## src/rtl/uart_rx_framer.sv

```systemverilog
// UART 8N1 receive framer: synchronises rxd, samples each bit at mid-period, emits good bytes or framing errors.
// Optional build macro UART_RX_MAJORITY_EN selects a 2-of-3 majority vote for every bit decision.
module uart_rx_framer #(
  parameter int unsigned CLK_PER_HALF_BIT = 520
) (
  input  logic       clk,
  input  logic       rstn,
  input  logic       rxd,
  output logic [7:0] rx_data,
  output logic       rx_valid,
  output logic       ferr,
  output logic       busy
);

  localparam int unsigned H  = CLK_PER_HALF_BIT;
  localparam int unsigned CW = $clog2(2 * H);

  typedef enum logic [2:0] {
    S_IDLE,
    S_START,
    S_DATA,
    S_STOP,
    S_BREAK
  } state_t;

  state_t          state;
  logic [CW-1:0]   cnt;
  logic [2:0]      bit_idx;
  logic [7:0]      shreg;
  logic            sync1;
  logic            rxs;
  logic            samp_c;
  logic            half_done_c;
  logic            full_done_c;

  // Two-flop synchroniser, idle-high reset value.
  always_ff @(posedge clk) begin
    if (!rstn) begin
      sync1 <= 1'b1;
      rxs   <= 1'b1;
    end else begin
      sync1 <= rxd;
      rxs   <= sync1;
    end
  end

`ifdef UART_RX_MAJORITY_EN
  logic hist1;
  logic hist2;

  // History of the two cycles preceding the decision cycle.
  always_ff @(posedge clk) begin
    if (!rstn) begin
      hist1 <= 1'b1;
      hist2 <= 1'b1;
    end else begin
      hist1 <= rxs;
      hist2 <= hist1;
    end
  end

  assign samp_c = (rxs & hist1) | (rxs & hist2) | (hist1 & hist2);
`else
  assign samp_c = rxs;
`endif

  assign half_done_c = (cnt == CW'(H - 1));
  assign full_done_c = (cnt == CW'(2 * H - 1));

  // Frame FSM with registered outputs; cnt restarts on each state entry and bit decision.
  always_ff @(posedge clk) begin
    if (!rstn) begin
      state    <= S_IDLE;
      cnt      <= '0;
      bit_idx  <= '0;
      shreg    <= '0;
      rx_data  <= '0;
      rx_valid <= 1'b0;
      ferr     <= 1'b0;
      busy     <= 1'b0;
    end else begin
      rx_valid <= 1'b0;
      ferr     <= 1'b0;
      case (state)
        S_IDLE: begin
          cnt <= '0;
          if (!rxs) begin
            state <= S_START;
            busy  <= 1'b1;
          end
        end
        S_START: begin
          if (half_done_c) begin
            cnt <= '0;
            if (samp_c) begin
              state <= S_IDLE;
              busy  <= 1'b0;
            end else begin
              state   <= S_DATA;
              bit_idx <= '0;
            end
          end else begin
            cnt <= cnt + CW'(1);
          end
        end
        S_DATA: begin
          if (full_done_c) begin
            cnt     <= '0;
            shreg   <= {samp_c, shreg[7:1]};
            bit_idx <= bit_idx + 3'd1;
            if (bit_idx == 3'd7) state <= S_STOP;
          end else begin
            cnt <= cnt + CW'(1);
          end
        end
        S_STOP: begin
          if (full_done_c) begin
            cnt <= '0;
            if (samp_c) begin
              rx_data  <= shreg;
              rx_valid <= 1'b1;
              state    <= S_IDLE;
              busy     <= 1'b0;
            end else begin
              ferr  <= 1'b1;
              state <= S_BREAK;
            end
          end else begin
            cnt <= cnt + CW'(1);
          end
        end
        S_BREAK: begin
          // Held-low line: wait for the line to go idle before hunting a new start bit.
          cnt <= '0;
          if (rxs) begin
            state <= S_IDLE;
            busy  <= 1'b0;
          end
        end
        default: begin
          state <= S_IDLE;
          cnt   <= '0;
          busy  <= 1'b0;
        end
      endcase
    end
  end

endmodule

```

## config.mk

```make
export PLATFORM = sky130hd
export DESIGN_NAME = uart_rx_framer
export DESIGN_NICKNAME = d
export VERILOG_FILES = /design/src/rtl/uart_rx_framer.sv
export SDC_FILE = /design/constraint.sdc
export NUM_CORES = 1
export LEC_CHECK = 0
export BUFFER_PORTS_ARGS = -buffer_cell sky130_fd_sc_hd__buf_2
export CAP_MARGIN = 25
export CORE_MARGIN = 4
export CORE_UTILIZATION = 25
export CTS_BUF_LIST = sky130_fd_sc_hd__clkbuf_16
export DETAILED_ROUTE_END_ITERATION = 8
export HOLD_SLACK_MARGIN = 0.15
export PLACE_DENSITY_LB_ADDON = 0.2
export SLEW_MARGIN = 20
export SYNTH_ARGS = -nofsm -noshare
export SYNTH_HDL_FRONTEND = slang
export SYNTH_SLANG_ARGS = --single-unit
```

## constraint.sdc

```tcl
create_clock -name clk -period 5.3 [get_ports clk]
set_input_delay 0.795 -clock clk [delete_from_list [all_inputs] [get_ports clk]]
set_output_delay 0.795 -clock clk [all_outputs]
set_load 0.02 [all_outputs]
```

==> results_dict.tcl, run 1 <==
set metrics [dict create \
    synth_cell_types 37 \
    cts_made_buffers 5 \
    dp_hpwl_mm 1.98 \
    clk_pin_slew_worst_paths_ps 50 \
    worstPathArrival_ps 2460 \
    num_vias 1164 \
    power_leakage_uw 0.000665 \
    synth.most_common_cell "dfxtp_1" \
    core_area_um2 6350 \
    worst_slew_margin_rel_pct 45.3 \
    syn_to_final_growth_pct 15.6 \
    power_density_nw_per_um2 304 \
    fin_ws_ps 2970 \
    final_nets 193 \
    cts_buffer_depth 2 \
    cts_tree "yes" \
    synth.avg_cell_area_um2 9.27 \
    setup_viol 0 \
    cts_root_buf "clkbuf_16" \
    cp-end-kind "flop" \
    synth_warnings 0 \
    maxCapViolCount 0 \
    ant_nets 0 \
    whs_path_depth 1 \
    cp_max_fo 11 \
    synth-async-reset-ratio_pct 0 \
    ys_seq_area_share_pct 46.6 \
    ff2ff_path_depth 5 \
    synth_top_area_cell "dfxtp_1" \
    die_y_um 88.8 \
    fin_tns_setup_ps 0 \
    diodes 0 \
    grt_pass1_vias 1134 \
    insertion_delay_ps 270 \
    wl_mm 2.89 \
    fin_crit_sh_pct 43.9 \
    initial_core_util_pct 25.7 \
    drt-initial-drc-count 62 \
    fmax_mhz 430 \
    hold_viol_final 0 \
    synth_edf_count 0 \
    detail_route.wl_per_cell_um 10.9 \
    cts_resized 0 \
    startpoint_type "flop" \
    rsz0062_at_grt "false" \
    grt_pass1_wl_mm 5.09 \
    syn-instance-count 176 \
    synth_common_cells "dfxtp_1, nor2_1, nand2_1" \
    period_minus_slack_ps 2330 \
    synthTopCellsByArea "dfxtp_1, mux2i_1, nor2_1" \
    vias_per_cell 4.39 \
    htree_levels 2 \
    seq_area_um2 761 \
    grt_antenna_before_repair 0 \
    synth_nets 182 \
    rows 29 \
    pre_cts_ws_ps 2900 \
    die_w_um 88.8 \
    yosysTopAreaCellShare_pct 46.6 \
    hold_path.class "flop to flop" \
    cts.sinks 38 \
    synth-seq-cells 38 \
    finish.utilization_pct 29.7 \
    tightest_slew_ps 820 \
    ctsHoldBuffers 0 \
    power_uw 574 \
    skew_ps 4.28 \
    outcome "finished, final reports clean" \
    post_cts_buffers 0 \
    dr.pass1.iters 4 \
    synth_flop_cell "dfxtp_1" \
    fillers 675 \
    worstPathRequired_ps 5430 \
    die_area_um2 7880 \
    grt_max_degree 29 \
    grt_usage_pct 8.34 \
    drc 0 \
    io_pins 14 \
    synth.cell_area_um2 1630 \
    crit_type "flop to flop" \
    ir_drop_uv 135 \
    drive_above_1_share_pct 14.4 \
    overflow 0 \
    numPortBuffers 13 \
    timing.final.max_slew_violations 0 \
    multiInputGateArea_um2 822 \
    place.gp.congestion 0.738 \
]
layout by cell type (no fill, tap or decap), types with 2 or more instances in the layout:
cell type   n
nand2_1    21
clkbuf_16   5
o21ai_0     3
and3_1      3
inv_1       2
nor3_1      2
xnor2_1     5
a21boi_0    8
buf_2      13
nor2_1     22
xor2_1      4
a21oi_1     4
dfxtp_1    38
nand2b_1    6
nand3_1     4
nor2b_1    12
and3_2      2
ha_1        3
mux2i_1    10
nor4_1      2
a22oi_1     2
logic make-up after synthesis:
| group | synth area share (%) |
|---|---|
| and+or+nand+nor | 27.3 |
| muxes | 6.14 |
| xor gates and xnor gates | 4.83 |
| AOI/OAI and AO/OA | 9.82 |
| buffers and inverters | 2.99 |
| adders and majority gates | 2.30 |
| DFF | 46.6 |
where the power goes:
part / internal, µW / switching, µW
sequential: 287 / 1.57
clock: 170 / 104
combinational: 5.49 / 5.81
total: 462 / 112
per-stage QoR:
| step | hold slack (ps) | instance area [µm²] | std cells |
|---|---|---|---|
| after global routing | 456 | 1890 | 265 |
| after detailed placement | 399 | 1750 | 257 |
| after global placement | 402 | 1750 | 257 |
| final | 409 | 1890 | 265 |
| after floorplan | 386 | 1630 | 176 |
| after CTS | 416 | 1890 | 265 |
sequential cells by signal, summed over array words and instances (netlist names):
signal and cells:
cnt 11, rx_data 8, shreg 8, bit_idx 3, state 3, busy 1, ferr 1, rx_valid 1
rxs 1, sync1 1
critical path, stage by stage, from the launching register on:
cell and delay, ps:
dfxtp_1 340, or4_4 570, nor4_1 410, nor2_1 80
o2111ai_1 680, nor2_1 110
per-layer routing:
metal  vias up  part of all wire, %  GRT usage (%)
met2        13                   46           13.2
li1        619                    -              -
met3         2                  3.4           3.07
met1       530                   50           10.3
met4         0                 0.42           3.30
met5         -                    0              0
worst paths after layout:
path	start	end	slack [ps]
max	cnt[6]	cnt[5]	2970
min	sync1	rxs	410
max reg2reg	cnt[6]	cnt[5]	2970
min reg2reg	sync1	rxs	410
final cells by class:
type                    instances  area share [%]
inverters                       1           0.199
clock inverters                 3           0.664
clock buffers                   5            6.64
well taps                      77            5.11
repair buffers                 13            3.45
flip-flops and latches         38            40.3
multi-input cells             128            43.6
No activity file was read; power rests on OpenSTA's default activity.
==> run 2, diff against run 1 <==
clock period = 2 ns   (was 5.3 ns; I/O delays follow)
==> run 2 against run 1 <==
Net effect:
- fmax is 18% higher
- final cell count rose by 3.4%
- die area unchanged
- clock skew rose by 1.0 ps
- clock power rose to 3.8 times the previous value
- via count grew 2.1%
- routed wire length up 5.1%
- combinational power increased to 2.7 times the previous value
- design area up 7.0%
- non-clock buffer count is 9 higher
==> results_dict.tcl, run 2 (synthesized netlist as in run 1, its figures left out) <==
set metrics [dict create \
    cp_max_fo 4 \
    insertion_delay_ps 280 \
    top_usage_layer "met2" \
    reg2reg_slack_ps 30 \
    hold_ws_ps 202 \
    grt_pass1_wl_mm 5.26 \
    drt-initial-drc-count 82 \
    whs_path_depth 2 \
    crit_family "simple AND/OR/NAND/NOR gates" \
    io_pins 14 \
    hold_end "sync1" \
    grt_usage_pct 8.87 \
    numPortBuffers 13 \
    worstPathRequired_ps 2220 \
    die_area_um2 7880 \
    clk_pin_slew_worst_paths_ps 60 \
    overflow 0 \
    startpoint_type "flop" \
    fmax_mhz 507 \
    die_y_um 88.8 \
    fin_area_um2 2020 \
    tightest_slew_ps 442 \
    cts.sinks 38 \
    num_vias 1189 \
    drive_above_1_share_pct 19.8 \
    setup_viol 0 \
    grt_pass1_vias 1088 \
    startpoint "cnt[7]" \
    largest_reg_flops 11 \
    cp_num_buf_inv 1 \
    reg2reg_from "cnt[7]" \
    place.gp.congestion 0.701 \
    worstPathArrival_ps 2190 \
    rows 29 \
    skew_ps 5.32 \
    wl_mm 3.04 \
    dr.pass1.iters 4 \
    crit_type "flop to flop" \
    grt_util_met2_pct 13.0 \
    period_minus_slack_ps 1970 \
    final_cell_mix "dfxtp_1, nor2_1, nand2_1, buf_2, nor2b_1" \
    path_cells "or4_4, nor4_2, buf_4, o32ai_2, or4_1, a21boi_1" \
    core_area_um2 6350 \
    top_register "cnt" \
    grt_max_degree 29 \
    hold_path.class "input pin to flop" \
    ir_drop_uv 409 \
    met3_usage_pct 3.07 \
    critPathMaxStageDelay_ps 560 \
    critPathSlowestCell "or4_4" \
    fin_crit_sh_pct 98.7 \
    dp_hpwl_mm 2.04 \
    final_nets 202 \
    detail_route.wl_per_cell_um 11.1 \
    grt_antenna_before_repair 0 \
    largestRegisters "cnt x11, rx_data x8, shreg x8" \
    cts_made_buffers 5 \
    syn_to_final_growth_pct 23.7 \
    outcome "finished, final reports clean" \
    reg2reg_to "state[0]" \
    grt_use_met1_pct 11.6 \
    finish.utilization_pct 31.8 \
    cp-end-kind "flop" \
    power_leakage_uw 0.000735 \
    worst_slew_margin_rel_pct 70.2 \
    layout_commonest_cell "dfxtp_1" \
    timing.final.max_slew_violations 0 \
    hp-start "rxd" \
    die_w_um 88.8 \
    worst-path-stages 6 \
    cts_tree "yes" \
    cts_buffer_depth 2 \
    place_area_um2 1820 \
    htree_levels 2 \
    power_density_nw_per_um2 907 \
    cts_root_buf "clkbuf_16" \
    hold_viol_final 0 \
    diodes 0 \
    initial_core_util_pct 25.7 \
    ant_nets 0 \
    maxCapViolCount 0 \
    drc 0 \
    ff2ff_path_depth 6 \
    vias_per_cell 4.34 \
]
-- run 2: power breakdown --
group          internal [µW]  leakage [µW]  total, µW  switching (µW)
clock                    717     0.0000940       1040             319
combinational           15.3      0.000335       30.9            15.6
sequential               760      0.000307        765            4.20
-- run 2: layout make-up --
class,count,area [µm²]
inverters,1,3.75
repair buffers,22,133
fillers,650,4330
multi-input cells,128,831
well taps,77,96.3
flip-flops and latches,38,761
clock buffers,5,125
clock inverters,3,68.8
-- run 2: stage by stage --
| step | TNS, ps | setup slack (ps) | std cells | power [µW] |
|---|---|---|---|---|
| 3_3_place_gp | 0 | 42.9 | 266 | 813 |
| 2_1_floorplan | 0 | 19.3 | 176 | 805 |
| 4_1_cts | 0 | 21.5 | 274 | 1850 |
| 6_report | 0 | 26.7 | 274 | 1830 |
| 3_5_place_dp | 0 | 17.8 | 266 | 813 |
| 5_1_grt | -262 | -29.0 | 274 | 1900 |
-- run 2: worst max-delay path by stage --
stage / endpoint
2_1_floorplan: state[0]
3_3_place_gp: state[0]
3_5_place_dp: rx_data[2]
4_1_cts: rx_data[2]
5_1_grt: cnt[2]
6_report: state[0]
-- run 2: repair_timing --
action | 4_1_cts | 5_1_grt
gates resized for setup | 0 | 3
setup buffers | 0 | 0
setup endpoints to repair | 0 | 26
hold buffers | 0 | 0
-- run 2: layer usage --
metal	up-vias	routed length, µm	part of all wire [%]
li1	638	-	-
met1	533	1530	51
met2	15	1350	44
met3	3	127	4.2
met4	0	25	0.82
met5	-	0	0
